==> src/rtl/calc_fsm_param.sv <==
// calc_fsm_param: keypad calculator FSM with BCD operand entry, add/sub/mul and double-dabble result formatting
module calc_fsm_param #(
  parameter int DIGITS = 2
) (
  input  logic                  clk,
  input  logic                  rst,
  input  logic                  key_valid,
  input  logic [3:0]            key_code,
  output logic [4*DIGITS-1:0]   a_bcd,
  output logic [4*DIGITS-1:0]   b_bcd,
  output logic [8*DIGITS-1:0]   res_bcd,
  output logic [3:0]            operator,
  output logic [2:0]            state,
  output logic                  busy,
  output logic                  done
);
  localparam int RES_BITS = 7*DIGITS;
  localparam int AW = 4*DIGITS;
  localparam int RW = 8*DIGITS;
  localparam int CW = $clog2(RES_BITS);
  typedef enum logic [2:0] {IDLE = 3'd0, ENTER_A = 3'd1, ENTER_B = 3'd2, CALC = 3'd3, CONVERT = 3'd4, SHOW = 3'd5} state_t;
  state_t st, st_n;
  logic [AW-1:0] a_n, b_n, first, a_push, a_pop, b_push, b_pop;
  logic [RW-1:0] res_n, bcd_sr, bcd_n, adj, bcd_sh, fmt, sgn;
  logic [RES_BITS-1:0] bin_sr, bin_n, bin_sh, a_bin, b_bin;
  logic [CW-1:0] cnt, cnt_n;
  logic [3:0] op_n;
  logic done_n, neg, neg_n, seen;
  logic is_dig, is_op, is_bksp, is_enter, is_clr, a_full, b_full, b_empty;
  function automatic logic [RES_BITS-1:0] to_bin(input logic [AW-1:0] g);
    logic [RES_BITS-1:0] v;
    v = '0;
    for (int i = DIGITS-1; i >= 0; i--)
      v = v*RES_BITS'(10) + RES_BITS'(g[4*i+:4] == 4'hF ? 4'd0 : g[4*i+:4]);
    return v;
  endfunction
  assign state    = st;
  assign busy     = (st == CALC) || (st == CONVERT);
  assign is_dig   = key_code < 4'd10;
  assign is_op    = (key_code >= 4'd10) && (key_code <= 4'd12);
  assign is_clr   = key_code == 4'd13;
  assign is_bksp  = key_code == 4'd14;
  assign is_enter = key_code == 4'd15;
  assign first    = ({AW{1'b1}} << 4) | AW'(key_code);
  // Shifting the inverted value refills the vacated top digit with blank (F)
  assign a_push   = (a_bcd << 4) | AW'(key_code);
  assign a_pop    = ~((~a_bcd) >> 4);
  assign b_push   = (b_bcd << 4) | AW'(key_code);
  assign b_pop    = ~((~b_bcd) >> 4);
  assign a_full   = a_bcd[AW-1-:4] != 4'hF;
  assign b_full   = b_bcd[AW-1-:4] != 4'hF;
  assign b_empty  = &b_bcd;
  assign a_bin    = to_bin(a_bcd);
  assign b_bin    = to_bin(b_bcd);
  assign bcd_sh   = RW'({adj, bin_sr[RES_BITS-1]});
  assign bin_sh   = bin_sr << 1;
  always_comb begin
    adj = bcd_sr;
    for (int i = 0; i < 2*DIGITS; i++)
      adj[4*i+:4] = bcd_sr[4*i+:4] >= 4'd5 ? bcd_sr[4*i+:4] + 4'd3 : bcd_sr[4*i+:4];
  end
  // Blank leading zeros, keep digit 0, then place the minus just above the top digit
  always_comb begin
    seen = 1'b0;
    fmt  = '1;
    for (int i = 2*DIGITS-1; i >= 0; i--) begin
      seen = seen | (bcd_sh[4*i+:4] != 4'd0) | (i == 0);
      fmt[4*i+:4] = seen ? bcd_sh[4*i+:4] : 4'hF;
    end
    sgn = fmt;
    for (int i = 1; i < 2*DIGITS; i++)
      sgn[4*i+:4] = (neg && fmt[4*i+:4] == 4'hF && fmt[4*i-4+:4] != 4'hF) ? 4'hB : fmt[4*i+:4];
  end
  always_comb begin
    st_n   = st;
    a_n    = a_bcd;
    b_n    = b_bcd;
    res_n  = res_bcd;
    op_n   = operator;
    done_n = 1'b0;
    bcd_n  = bcd_sr;
    bin_n  = bin_sr;
    cnt_n  = cnt;
    neg_n  = neg;
    case (st)
      IDLE: if (key_valid && is_dig) begin
        a_n  = first;
        st_n = ENTER_A;
      end
      ENTER_A: if (key_valid) begin
        if (is_dig) a_n = a_full ? a_bcd : a_push;
        else if (is_bksp) begin
          a_n  = a_pop;
          st_n = &a_pop ? IDLE : ENTER_A;
        end else if (is_op) begin
          op_n = key_code;
          st_n = ENTER_B;
        end
      end
      ENTER_B: if (key_valid) begin
        if (is_dig) b_n = b_full ? b_bcd : b_push;
        else if (is_bksp) b_n = b_empty ? b_bcd : b_pop;
        else if (is_op) op_n = b_empty ? key_code : operator;
        else if (is_enter) st_n = b_empty ? ENTER_B : CALC;
      end
      CALC: begin
        bin_n = operator == 4'd10 ? a_bin + b_bin :
                operator == 4'd11 ? (b_bin > a_bin ? b_bin - a_bin : a_bin - b_bin) :
                a_bin * b_bin;
        neg_n = (operator == 4'd11) && (b_bin > a_bin);
        bcd_n = '0;
        cnt_n = '0;
        st_n  = CONVERT;
      end
      CONVERT: begin
        bcd_n = bcd_sh;
        bin_n = bin_sh;
        cnt_n = cnt + 1'b1;
        if (cnt == CW'(RES_BITS-1)) begin
          res_n  = sgn;
          done_n = 1'b1;
          st_n   = SHOW;
        end
      end
      SHOW: if (key_valid && is_dig) begin
        a_n   = first;
        b_n   = '1;
        res_n = '1;
        op_n  = 4'hF;
        st_n  = ENTER_A;
      end
      default: st_n = IDLE;
    endcase
    if (key_valid && is_clr && !busy) begin
      a_n   = '1;
      b_n   = '1;
      res_n = '1;
      op_n  = 4'hF;
      st_n  = IDLE;
    end
  end
  always_ff @(posedge clk or posedge rst)
    if (rst) begin
      st       <= IDLE;
      a_bcd    <= '1;
      b_bcd    <= '1;
      res_bcd  <= '1;
      operator <= 4'hF;
      done     <= 1'b0;
      bcd_sr   <= '0;
      bin_sr   <= '0;
      cnt      <= '0;
      neg      <= 1'b0;
    end else begin
      st       <= st_n;
      a_bcd    <= a_n;
      b_bcd    <= b_n;
      res_bcd  <= res_n;
      operator <= op_n;
      done     <= done_n;
      bcd_sr   <= bcd_n;
      bin_sr   <= bin_n;
      cnt      <= cnt_n;
      neg      <= neg_n;
    end
endmodule
==> config.mk <==
export PLATFORM = sky130hd
export DESIGN_NAME = calc_fsm_param
export DESIGN_NICKNAME = d
export VERILOG_FILES = /design/src/rtl/calc_fsm_param.sv
export SDC_FILE = /design/constraint.sdc
export NUM_CORES = 1
export LEC_CHECK = 0
export CAP_MARGIN = 30
export CORE_ASPECT_RATIO = 2
export CORE_MARGIN = 2
export CORE_UTILIZATION = 40
export DETAILED_ROUTE_END_ITERATION = 10
export HOLD_SLACK_MARGIN = 0.02
export SETUP_SLACK_MARGIN = 0.15
export SLEW_MARGIN = 20
export SYNTH_ARGS = -nofsm -noshare
export SYNTH_HDL_FRONTEND = slang
export SYNTH_SLANG_ARGS = --single-unit
==> constraint.sdc <==
create_clock -name clk -period 7.45 [get_ports clk]
set_clock_uncertainty 0.2 [all_clocks]
set_input_delay 2.235 -clock clk [delete_from_list [all_inputs] [get_ports clk]]
set_output_delay 2.235 -clock clk [all_outputs]
set_load 0.02 [all_outputs]
======== Yosys cells after proc, flatten, opt, wreduce, memory -nomap -nowiden ========
Index checks and enable logic that the tools add are counted.
storage, ports and cells
  flip-flop bits (word level) ............. 75
  bits in latches ......................... 0
  RAM bits ................................ 0
  ROM bits ................................ 0
  input port bits ......................... 7
  output and inout bits ................... 41
  word-level logic and storage cells ...... 180
  memories kept ........................... 0
cells by class
  $add $sub $neg .......................... 10
  multipliers ............................. 3
  div/mod/pow operators ................... 0
  order comparisons ....................... 8
  eq/ne operators ......................... 43
  shifts and indexed selects .............. 0
  muxes and demuxes ....................... 68
  bitwise operators ....................... 8
  reductions and logical operators ........ 30
operators with widths
  cell                                                                number
  2-to-1 mux 8 bit                                                    13
  2-to-1 mux 4 bit                                                    24
  one-hot mux 16 bit (2 select lines)                                 2
  == test 4 bit (second input constant)                               13
  2-to-1 mux 16 bit                                                   3
  inequality test 4 bit (second input constant)                       11
  2-to-1 mux 14 bit                                                   3
  2-to-1 mux 3 bit                                                    13
  inequality test 3 bit (second input constant)                       12
  one-hot mux 8 bit (2 select lines)                                  2
  one-hot mux 14 bit (2 select lines)                                 1
  subtractor 9 x 9 -> 10 bit                                          2
  adder 8 x 4 -> 9 bit                                                2
  greater-or-equal comparator 4 x 3 -> 1 bit (second input constant)  4
  NOT 4 -> 8 bit                                                      2
  NOT 8 bit                                                           2
  OR 8 x 4 -> 8 bit                                                   2
  AND reduction 8 bit                                                 2
  nonzero test 4 bit                                                  4
  one-hot mux 3 bit (5 select lines)                                  1
  multiplier 4 x 3 -> 7 bit (second input constant)                   2
  multiplier 9 x 9 -> 14 bit                                          1
  adder 4 x 2 -> 4 bit (second input constant)                        3
  one-hot mux 4 bit (3 select lines)                                  1
  26 further kinds                                                    45

======== Depth between registers and ports, before layout ========
  depth after elaboration ................. 13
  depth in mapped cells ................... 29
  mapped depth without buffers ............ 28

======== Least setup slack after synthesis ========
OpenSTA, ideal clock, no wires.
  path kind ............................... reg-to-reg
  from .................................... reg b_bcd[6]
  to ...................................... reg bin_sr[13]
  arrival time ............................ 6.504 ns
  required time ........................... 7.124 ns
  path slack .............................. 0.620 ns
  cell stages (with the launch flop) ...... 29
  path buffers ............................ 1
  clock period less this slack ............ 6.830 ns
  path through ............................ dfstp_2 nand4_4 and2_4 buf_6 ha_1 ha_1 inv_1 fa_1 nand3b_1 nor2_1 xnor2_1 a21oi_2 inv_1 nand2_1 fa_1 fa_1 inv_1 fa_1 inv_1 fa_1 inv_1 ha_1 inv_1 a21oi_1 o41ai_1 o21ai_0 xnor2_1 a21oi_1 a221o_1
on the way
  word-level cells in the longest chain between the ends .. 9
  elaborated cells on any way between the ends .. 12
  classes of those cells .................. add/sub (3); mul (2); order compare (1); eq/ne (1); mux (5)
RTL lines
  what                                                                                line  RTL
  start, declared                                                                     10    output logic [4*DIGITS-1:0] b_bcd,
  start signal, assigned                                                              157   b_bcd <= b_n;
  == test 4 bit                                                                       34    v = v*RES_BITS'(10) + RES_BITS'(g[4*i+:4] == 4'hF ? 4'd0 : g[4*i+:4]);
  2-to-1 mux 4 bit *                                                                  34
  multiplier 4 x 3 -> 7 bit *                                                         34
  adder 8 x 4 -> 9 bit *                                                              34
  parallel branches: the longest is 2 deep, another holds multiplier 9 x 9 -> 14 bit  --
  2-to-1 mux 14 bit *                                                                 108   operator == 4'd11 ? (b_bin > a_bin ? b_bin - a_bin : a_bin - b_bin) :
  2-to-1 mux 14 bit *                                                                 107   bin_n = operator == 4'd10 ? a_bin + b_bin :
  one-hot mux 14 bit (2 select lines) *                                               85    case (st)
  end signal, assigned                                                                162   bin_sr <= bin_n;
  end, declared                                                                       25    logic [RES_BITS-1:0] bin_sr, bin_n, bin_sh, a_bin, b_bin;
Mark *: on every way between the ends.
A chain may end at the register's enable or synchronous reset.

======== Worst setup path in the final report ========
Ends and elaborated chain as after synthesis.

==> reports/metrics.cfg <==
[logic_synthesis]
synthTopCellsByCount = inv_1, nor2_1, ha_1
synth-main-ff-cell = dfrtp_1
yosysWarnings = 0
yosys.area.top_type = fa_1
netlist_area_um2 = 7720
syn_area_per_cell_um2 = 8.61
synth.most_common_cell = inv_1
ys_ff_latch = 75
synth-seq-area-share = 0.249
synth_edf_count = 0
synth.area.top_cells = fa_1, dfrtp_1, dfstp_2
synth.distinct_cells = 77
synth-async-reset-ratio = 1.00
synth.top_cell.area_share = 0.135
syn_inst = 897
synth_nets = 1031

[floorplanning]
die_w_um = 102
start_util = 0.410
dieArea_um2 = 20500
dieHeight_um = 201
coreArea_um2 = 18800
rows = 71
ios = 48

[critical_path]
reg2reg_depth = 28
crit-reg2reg-launch = b_bcd[6]$_DFFE_PP1P_
start_kind = register
timing.rr.end = bin_sr[13]$_DFFE_PP0P_
crit_fanout = 7
critical_path_class = register to register
crit_arrival_ps = 6960
end_kind = register
cp_slowest_stage_delay_ps = 620
cp.required_ps = 7480
slowest_stage = dfstp_2
reg2reg_slack_ps = 530

[timing]
fmax_mhz = 144
period_needed_ps = 6920
fin_crit_sh = 0.929
maxSlewHeadroom = 0.417
setup_ws_ps = 528
rsz0062_at_grt = true
max_slew.worst_pin.slew_ps = 872
final_max_slew_viol_count = 0
setup_viol = 0
tns_ps = 0
hold_viol_final = 0

[place]
place_area_um2 = 8510
hpwl_mm = 18.2
gp_congestion = 0.978
pre_cts_slack_ps = 274
portBuffers = 47

[grt]
grt_pass1_vias = 6763
grt_pass1_wl_mm = 35.9
gr-usage-all-layers = 0.228
overflow = 0
grt_max_degree = 41
antenna_found_initial = 0

[cells_and_area]
drive_gt1_frac = 0.112
diodes = 0
syn_to_final_growth_pct = 15.3
nets = 1086
fin_area_um2 = 8900

[outcome]
status = complete, no violations

[drt]
drt-vias-per-instance = 5.48
firstDrtPassIters = 5
drtAntennaViolNets = 0
drtIter0Drc = 330
route.vias.total = 6640
routed_wl_mm = 22.3
routedWlPerCell_um = 18.4
drc = 0

[clocking]
cts_buffers = 9
clkSinkCount = 75
hold_buffers = 0
clkTransAtPathRegs_ps = 60
cts_tree = done
clk_latency_ps = 360
cts_buffer_depth = 2
cts-htree-levels = 3
cts_root_buf = clkbuf_16

[min_path]
min_to = bin_sr[0]$_DFFE_PP0P_
hp-class = register to register
holdPathStages = 2
hp-start = bin_sr[0]$_DFFE_PP0P_

[flow_run]
cap_violations = 0

-- registers in the layout, summed over array words and instances, names as in the netlist --
register and cells:
a_bcd 8, b_bcd 8, bcd_sr 16, bin_sr 14, cnt 4, done 1
neg 1, operator 4, res_bcd 16, state 3
-- worst max-delay path by stage --
stage	startpoint	end	slack [ps]
floorplan	b_bcd[6]$_DFFE_PP1P_	bin_sr[13]$_DFFE_PP0P_	620
global placement	a_bcd[7]$_DFFE_PP1P_	bin_sr[13]$_DFFE_PP0P_	470
detailed placement	b_bcd[6]$_DFFE_PP1P_	bin_sr[13]$_DFFE_PP0P_	270
CTS	b_bcd[6]$_DFFE_PP1P_	bin_sr[13]$_DFFE_PP0P_	230
global route	b_bcd[6]$_DFFE_PP1P_	bin_sr[13]$_DFFE_PP0P_	160
finish	b_bcd[6]$_DFFE_PP1P_	bin_sr[13]$_DFFE_PP0P_	530
-- stage by stage --
| stage | util | hold slack [ps] | instances |
|---|---|---|---|
| global route | 0.473 | 320 | 1212 |
| global placement | 0.452 | 271 | 1192 |
| detailed placement | 0.452 | 280 | 1192 |
| finish | 0.473 | 290 | 1212 |
| floorplan | - | 250 | 897 |
| CTS | 0.469 | 294 | 1208 |
-- final cells by class --
type,instances,area [µm²]
clock buffer,10,229
clock inverter,6,90.1
fill,1906,9930
inverter,121,454
multi-input combinational,678,5270
sequential,75,1920
tap,255,319
timing repair buffer,67,624
-- cell usage in the layout (no fill, tap or decap), drive strengths merged, types with 18 or more instances in the layout --
| cell | n |
|---|---|
| o21ai | 41 |
| dfrtp | 39 |
| nor3 | 18 |
| a21oi | 74 |
| nor2 | 119 |
| buf | 20 |
| xnor2 | 24 |
| clkdlybuf4s50 | 47 |
| nand2 | 69 |
| dfstp | 36 |
| inv | 120 |
| fa | 52 |
| a31oi | 18 |
| ha | 75 |
-- metal layers --
metal | part of all wire | track usage
met4 | 0.060 | 0.132
met1 | 0.35 | 0.232
met5 | 0 | 0
met2 | 0.57 | 0.429
met3 | 0.026 | 0.0265
-- worst max-delay path, delay by kind of cell (launching register included) --
| kind | cells | cell delay (ps) |
|---|---|---|
| fa+ha+maj | 8 | 3370 |
| simple gates | 7 | 1140 |
| compound gates | 5 | 790 |
| flops | 1 | 620 |
| buf+inv | 6 | 440 |
| xor+xnor | 2 | 250 |
-- kinds of logic (layout without fill, tap and decap cells) --
| logic type | count (synthesis) | in the layout | share of synthesized area |
|---|---|---|---|
| xor+xnor | 35 | 35 | 0.0415 |
| simple gates | 284 | 284 | 0.175 |
| flops | 75 | 75 | 0.249 |
| mux | 17 | 17 | 0.0232 |
| fa+ha+maj | 128 | 128 | 0.258 |
| compound gates | 214 | 214 | 0.179 |
| buf+inv | 144 | 204 | 0.0752 |
-- timing repair --
action	in CTS	in global routing
resized for setup	0	8
buffers inserted	0	2
setup endpoints to repair	0	3
Power is not shown: default switching activity piles up to over one toggle a cycle in this logic, so the estimate is an artifact.
